<file path="src/rtl/fft_output_reorder.sv">
// fft_output_reorder: ping-pong frame buffer that emits 8-point FFT results in bit-reversed order, rounded and saturated
module fft_output_reorder #(
  parameter int DATA_WIDTH = 50,
  parameter int OUT_WIDTH  = 32,
  parameter int FRAME      = 8
) (
  input  logic                  clk_i,
  input  logic                  rst_ni,
  input  logic [DATA_WIDTH-1:0] signal_i,
  input  logic                  valid_i,
  output logic                  ready_o,
  output logic [OUT_WIDTH-1:0]  signal_o,
  output logic                  valid_o,
  input  logic                  ready_i,
  output logic                  last_o,
  output logic                  sat_o
);
  localparam int IW = DATA_WIDTH / 2;
  localparam int OW = OUT_WIDTH / 2;
  localparam int D  = IW - OW;
  localparam int AW = $clog2(FRAME);
  localparam logic signed [IW:0] HALF = (IW+1)'(1) <<< (D - 1);
  localparam logic signed [IW:0] MAXV = (IW+1)'((1 << (OW - 1)) - 1);
  localparam logic signed [IW:0] MINV = -MAXV - (IW+1)'(1);
  localparam logic [AW-1:0] LAST = AW'(FRAME - 1);

  // Round half up by D bits, then clip to the output range; MSB of the result flags a clip
  function automatic logic [OW:0] rnd(input logic [IW-1:0] x);
    logic signed [IW:0] y;
    y = ($signed({x[IW-1], x}) + HALF) >>> D;
    return (y > MAXV) ? {1'b1, MAXV[OW-1:0]} : (y < MINV) ? {1'b1, MINV[OW-1:0]} : {1'b0, y[OW-1:0]};
  endfunction

  logic [DATA_WIDTH-1:0] mem_q [2][FRAME];
  logic                  wr_bank_q, wr_bank_d, rd_bank_q, rd_bank_d;
  logic [AW-1:0]         wr_cnt_q, wr_cnt_d, rd_cnt_q, rd_cnt_d, rd_addr;
  logic [1:0]            full_q, full_d;
  logic                  valid_q, valid_d, last_q, last_d, sat_q, sat_d;
  logic [OUT_WIDTH-1:0]  sig_q, sig_d;
  logic [DATA_WIDTH-1:0] rd_word;
  logic [OW:0]           re_r, im_r;
  logic                  wr_en, ld, wr_last, rd_last;

  assign ready_o  = !full_q[wr_bank_q];
  assign wr_en    = valid_i && ready_o;
  assign ld       = full_q[rd_bank_q] && (!valid_q || ready_i);
  assign wr_last  = wr_cnt_q == LAST;
  assign rd_last  = rd_cnt_q == LAST;
  assign rd_word  = mem_q[rd_bank_q][rd_addr];
  assign re_r     = rnd(rd_word[DATA_WIDTH-1:IW]);
  assign im_r     = rnd(rd_word[IW-1:0]);
  assign signal_o = sig_q;
  assign valid_o  = valid_q;
  assign last_o   = last_q;
  assign sat_o    = sat_q;

  // Read address is the bit-reversed read count, giving natural frequency order
  always_comb begin
    rd_addr = '0;
    for (int i = 0; i < AW; i++) rd_addr[i] = rd_cnt_q[AW-1-i];
  end

  // Next state: a bank fills on the last write and frees on the last read; both may happen on one edge
  always_comb begin
    wr_cnt_d  = wr_en ? wr_cnt_q + AW'(1) : wr_cnt_q;
    wr_bank_d = wr_bank_q ^ (wr_en && wr_last);
    rd_cnt_d  = ld ? rd_cnt_q + AW'(1) : rd_cnt_q;
    rd_bank_d = rd_bank_q ^ (ld && rd_last);
    full_d    = full_q;
    if (wr_en && wr_last) full_d[wr_bank_q] = 1'b1;
    if (ld && rd_last) full_d[rd_bank_q] = 1'b0;
    valid_d   = ld || (valid_q && !ready_i);
    last_d    = ld ? rd_last : last_q && !ready_i;
    sat_d     = ld ? re_r[OW] || im_r[OW] : sat_q && !ready_i;
    sig_d     = ld ? {re_r[OW-1:0], im_r[OW-1:0]} : sig_q;
  end

  // Sample storage; contents survive reset because the full flags gate every read
  always_ff @(posedge clk_i) begin
    if (wr_en) mem_q[wr_bank_q][wr_cnt_q] <= signal_i;
  end

  // Control and output registers
  always_ff @(posedge clk_i or negedge rst_ni) begin
    if (!rst_ni) begin
      wr_bank_q <= 1'b0;
      rd_bank_q <= 1'b0;
      wr_cnt_q  <= '0;
      rd_cnt_q  <= '0;
      full_q    <= '0;
      valid_q   <= 1'b0;
      last_q    <= 1'b0;
      sat_q     <= 1'b0;
      sig_q     <= '0;
    end else begin
      wr_bank_q <= wr_bank_d;
      rd_bank_q <= rd_bank_d;
      wr_cnt_q  <= wr_cnt_d;
      rd_cnt_q  <= rd_cnt_d;
      full_q    <= full_d;
      valid_q   <= valid_d;
      last_q    <= last_d;
      sat_q     <= sat_d;
      sig_q     <= sig_d;
    end
  end
endmodule

</file>
<file path="config.mk">
export PLATFORM = sky130hd
export DESIGN_NAME = fft_output_reorder
export DESIGN_NICKNAME = d
export VERILOG_FILES = /design/src/rtl/fft_output_reorder.sv
export SDC_FILE = /design/constraint.sdc
export NUM_CORES = 1
export LEC_CHECK = 0
export ABC_AREA = 1
export CORE_MARGIN = 2
export CORE_UTILIZATION = 31
export DETAILED_ROUTE_END_ITERATION = 8
export PLACE_DENSITY_LB_ADDON = 0.1
export SETUP_SLACK_MARGIN = 0.3
export SLEW_MARGIN = 30
export SYNTH_ARGS = -nofsm -noshare
export SYNTH_HDL_FRONTEND = slang
export SYNTH_SLANG_ARGS = --single-unit
</file>
<file path="constraint.sdc">
create_clock -name clk_i -period 7.9 [get_ports clk_i]
set_input_delay 0.79 -clock clk_i [delete_from_list [all_inputs] [get_ports clk_i]]
set_output_delay 0.79 -clock clk_i [all_outputs]
set_load 0.01 [all_outputs]
</file>
* Yosys cells after proc, flatten, opt, wreduce, memory -nomap -nowiden
Memories as Yosys holds them, arrays and structs flattened. Cells that the tools add are included.
Storage, ports and cells: register bits 45, RAM bits 800, input port bits 54, output and inout port bits 36, logic and storage cells 73, memories kept 1
Memories:
- mem_q | words 2, width 400, rd ports 1, clocked after Yosys merged registers in 0, write ports 1, line 34 | logic [DATA_WIDTH-1:0] mem_q [2][FRAME];
Cells by class: add/subtract/negate cells 4, $lt $le $gt $ge 11, eq/ne operators 2, muxes and demuxes 23, bitwise operators 7, reductions and logical operators 16
Operators with widths (number):
- $mux W400 | 1
- $bmux W50 S3 | 1
- $demux W50 S3 | 1
- $mux W50 | 3
- $mux W17 | 4
- $add A25 B10 Y26 const B | 2
- $gt A17 B16 Y1 const B | 2
- $lt A17 B16 Y1 const B | 2
- $logic_and A1 B1 Y1 | 10
- $mux W1 | 9
- $ge A4 B4 Y1 const B | 2
- $not A3 Y4 | 2
- $add A3 B1 Y3 const B | 2
- $eq A3 B3 Y1 const B | 2
- $lt A1 B2 Y1 const B | 2
- $lt A4 B1 Y1 const B | 1
- $mux W2 | 2
- $logic_not A1 Y1 | 3
- $logic_or A1 B1 Y1 | 3
- $and A2 B2 Y2 | 1
- $demux W1 S1 | 2
- $ge A1 B1 Y1 const B | 2
- $not A2 Y2 | 1
- $or A2 B2 Y2 | 1
- $xor A1 B1 Y1 | 2

* Longest topological paths before layout
depth in word-level cells 10, mapped depth 22, depth with buffers taken out 19

* Worst setup path after synthesis
OpenSTA, ideal clock, no wires.
path kind reg2reg, start register wr_bank_q, end memory mem_q[0][308] in the netlist's numbering, enable pin, arrival 3784 ps, data required time 7432 ps, slack 3649 ps, stages on the path, launching flop included 8, path buffers 1, cells stage by stage dfrtp_1 clkbuf_1 inv_1 o21ai_0 nand2_1 inv_1 nand2_1 nor3_1
Between the ends: longest elaborated chain between the ends 6
RTL lines:
- start: declaration | line 35 | logic wr_bank_q, wr_bank_d, rd_bank_q, rd_bank_d;
- start signal: assignment | line 96 | wr_bank_q <= wr_bank_d;
- $mux W1 (implied by the code) (2 in a row) | line 44 | assign ready_o = !full_q[wr_bank_q];
- $logic_not A1 Y1 | line 44
- via ready_o | line 11 | output logic ready_o,
- $logic_and A1 B1 Y1 | line 45 | assign wr_en = valid_i && ready_o;
- $mux W1 | line 80 | if (wr_en) mem_q[wr_bank_q][wr_cnt_q] <= signal_i;
- $mux W400 (implied by the code) | line 80
- end: declaration | line 34
The timed path passes the listed nets, and every way through them passes these cells. The select of a mux whose other input is x is not followed.

* Worst setup path in the final report
start register rd_bank_q, end register sat_q, in the netlist sat_o
Between the ends: longest elaborated chain between the ends 10
RTL lines:
- start: declaration | line 35
- start signal: assignment | line 97 | rd_bank_q <= rd_bank_d;
- $mem_v2 Z2 W400
- $bmux W50 S3 | line 49 | assign rd_word = mem_q[rd_bank_q][rd_addr];
- $mux W50 (implied by the code) (2 in a row) | line 49
- $add A25 B10 Y26 | line 30 | y = ($signed({x[IW-1], x}) + HALF) >>> D;
- $lt A17 B16 Y1 | line 31 | return (y > MAXV) ? {1'b1, MAXV[OW-1:0]} : (y < MINV) ? {1'b1, MINV[OW-1:0]} : {1'b0, y[OW-1:0]};
- $mux W17 (2 in a row) | line 31
- $logic_or A1 B1 Y1 | line 74 | sat_d = ld ? re_r[OW] || im_r[OW] : sat_q && !ready_i;
- $mux W1 (*) | line 74
- via sat_d | line 38 | logic valid_q, valid_d, last_q, last_d, sat_q, sat_d;
- end signal: assignment | line 103 | sat_q <= sat_d;
- end: declaration | line 38
The timed path passes the listed nets; every way through them passes the cells marked *. The select of a mux whose other input is x is not followed. A chain may end at the register's enable or synchronous reset.

==> reports/qor.csv <==
metric,value,unit
synth unique cells,32,
io pins,90,
Avg Vias per Cell,4.65,
share of cells above drive strength 1,6.90,%
cts hold-fix bufs,0,
CTS tree,done,
Worst Path Required,8.38,ns
most instantiated cells after synthesis,"677 x nand2_1, 544 x edfxtp_1, 275 x nand3_1",
Post-synth EDFFs,544,
drt first pass iters,7,
routed length per instance,19.9,µm
register area share after synthesis,69.6,%
"CTS clk-pin slew, worst paths",0.05,ns
initial antenna violation count,4,
Post-Syn Area,25100,µm²
initial core utilization,31.2,%
CTS root buf,clkbuf_16,
share of the synthesized area in the top cell type,65.1,%
htree depth,3,
vias in the first global route,15900,
setup_tns,0,ns
status,completed,
synthesis-to-layout area growth,14.8,%
async set-reset flop share out of synthesis,7.64,%
CTS Buffer Depth,3,
crit path max fanout,195,
CP Capture Type,flop,
CP max stage cell,buf_4,
"Clk Latency, worst-skew pair",0.60,ns
Hold Path Class,in2async,
CP startpoint kind,flop,
I/O Buffers,73,
Die Y-Extent,288,µm
clk_skew,0.0154,ns
Main synth FF type,edfxtp_1,
"count leader, synth",nand2_1,
placed inst area,26800,µm²
FP Rows,104,
Yosys top cell by area,edfxtp_1,
Post-Syn Instances,2303,
Worst Path Arrival,5.25,ns
Max transition margin,36.3,%
syn nets,2363,
Final #Nets,2416,
Synth Warn #,0,
"slowest stage delay, CP",0.87,ns
Num CTS Buffers,69,
Die X-Extent,288,µm
fillers,7821,
part of the cycle the worst path needs,60.4,%
minimum clock period,4.77,ns
GRT overflow,0,
CP dominant cell by count,nand2_1,
"flops & latches, synth",589,
cell area after layout,28800,µm²
Pwr Density,370,nW/µm²
largest cells by area after synthesis,"edfxtp_1 65%, nand2_1 10%, nand3_1 5.5%",
critical path class,reg2reg,
unrepaired setup endpoints after global routing,false,
detailed-route DRC error count,0,
DRT Wirelength,69100,µm
Die ar.,83200,µm²
total clock sinks,589,
post-CTS setup buffers,0,
Post-DRT Antenna Nets,0,
LEAKAGE,10.8,nW
final setup fails,0,
worst slew pin tran,0.955,ns
Final Max Tran Viols,0,
total number of vias,16100,
Max-Cap Viols,0,
Placer Congestion,0.753,
DP HPWL,34000,µm
cells along the critical path,buf_12 > buf_4 > nor2_1 > nor2_1 > o21ai_0 > nand3_1 > nand3_1 > nand2_1 > ha_1 > nand2_1 > nor2_2 > nand2_2 > nor3_1 > nor2_1 > nand2_2 > nand4_1 > nand2_1 > nand2_1,
WHS,0.193,ns
GRT Util Overall,16.8,%
Starting DRT DRC Count,1042,
final hold violation count,0,
VDD IR max,171,µV
core area,80300,µm²
Fmax,0.210,GHz
first-pass GRT wire length,103000,µm
Post-Syn Area per Cell,10.9,µm²
Post-CTS Resized,0,
largest net degree at the start of global routing,196,
state kept, by name (all words and copies together) (netlist names):
register,count
mem_q,544
rd_cnt_q,3
signal_o,32
wr_bank_q,1
wr_cnt_q,3
rd_bank_q,1
last_o,1
valid_o,1
sat_o,1
full_q,2
cells in the final DEF, fill, tap and decap left out, types with 6 or more instances in the layout:
cell	n
inv_6	7
xor2_1	11
buf_4	30
o21ai_0	94
ha_1	6
nor3_2	12
xnor2_1	13
nand2_1	677
clkinv_1	20
clkbuf_1	18
inv_1	167
a31oi_1	13
o21ai_1	17
nor2_1	218
nand3_1	275
dfrtp_1	41
o211ai_1	29
clkdlybuf4s50_1	72
or2_2	18
edfxtp_1	544
clkinv_2	6
clkbuf_16	71
a21oi_1	8
path summary, 6_finish.rpt:
| kind | startpoint | endpoint | slack (ns) | cells after the start |
|---|---|---|---|---|
| worst max register to register | rd_bank_q$_DFF_PN0_ | sat_o$_DFF_PN0_ | 3.13 | 18 |
| max in group asynchronous | rst_ni | rd_bank_q$_DFF_PN0_ | 7.26 | 1 |
| worst max-delay path | rd_bank_q$_DFF_PN0_ | sat_o$_DFF_PN0_ | 3.13 | 18 |
| min in group clk_i | signal_o[31]$_DFFE_PN0P_ | signal_o[31]$_DFFE_PN0P_ | 0.49 | 2 |
| worst min register to register | signal_o[31]$_DFFE_PN0P_ | signal_o[31]$_DFFE_PN0P_ | 0.49 | 2 |
| worst min-delay path | rst_ni | signal_o[4]$_DFFE_PN0P_ | 0.19 | 1 |
area by class of cell:
| type | count | area (µm²) | area share, % |
|---|---|---|---|
| Inverter | 173 | 659 | 2.29 |
| Tap cell | 1060 | 1330 | 4.60 |
| Clock inverter | 31 | 149 | 0.517 |
| Antenna cell | 2 | 5.00 | 0.0174 |
| Sequential cell | 589 | 17500 | 60.6 |
| Timing Repair Buffer | 104 | 986 | 3.42 |
| Multi-Input combinational cell | 1419 | 6350 | 22.1 |
| Clock buffer | 90 | 1860 | 6.45 |
report_power, final:
part	switching (mW)	internal [mW]	leakage, nW
clock	1.22	1.65	0.981
combinational	2.76	1.16	4.45
sequential	0.173	3.71	5.40
per-stage QoR:
step	cells	util, %	setup slack [ns]	power (mW)
6_report	3468	35.9	3.13	10.7
5_1_grt	3468	35.9	2.58	11.4
4_1_cts	3466	35.9	3.04	10.9
3_5_place_dp	3345	33.4	3.05	7.93
3_3_place_gp	3345	33.4	3.10	7.90
2_1_floorplan	2303	-	3.65	6.57
metal layers:
| metal | share of wire [%] | vias to the layer above | wire (µm) | track usage, % |
|---|---|---|---|---|
| met5 | 0.012 | - | 8 | 0 |
| met4 | 2.4 | 2 | 1690 | 5.54 |
| met3 | 4.4 | 108 | 3070 | 2.47 |
| met2 | 47 | 343 | 32300 | 27.6 |
| met1 | 46 | 7784 | 32000 | 22.9 |
| li1 | - | 7886 | - | - |
cells by family after synthesis:
logic type | Yosys count | synth area share (%)
compound gates | 168 | 3.79
buf+inv | 295 | 5.43
simple gates | 1221 | 20.0
xor+xnor | 24 | 0.838
fa+ha+maj | 6 | 0.299
flops | 589 | 69.6
worst max-delay path: cells and delay by family, from the launching register on:
family | cells | cell delay (ns)
adder cells (fa/ha/maj) | 1 | 0.22
AO/OA/AOI/OAI | 1 | 0.11
AND/OR/NAND/NOR | 14 | 1.84
buffers and inverters | 2 | 1.61
flip-flops | 1 | 0.69
Power figures use the tool's default switching activity.
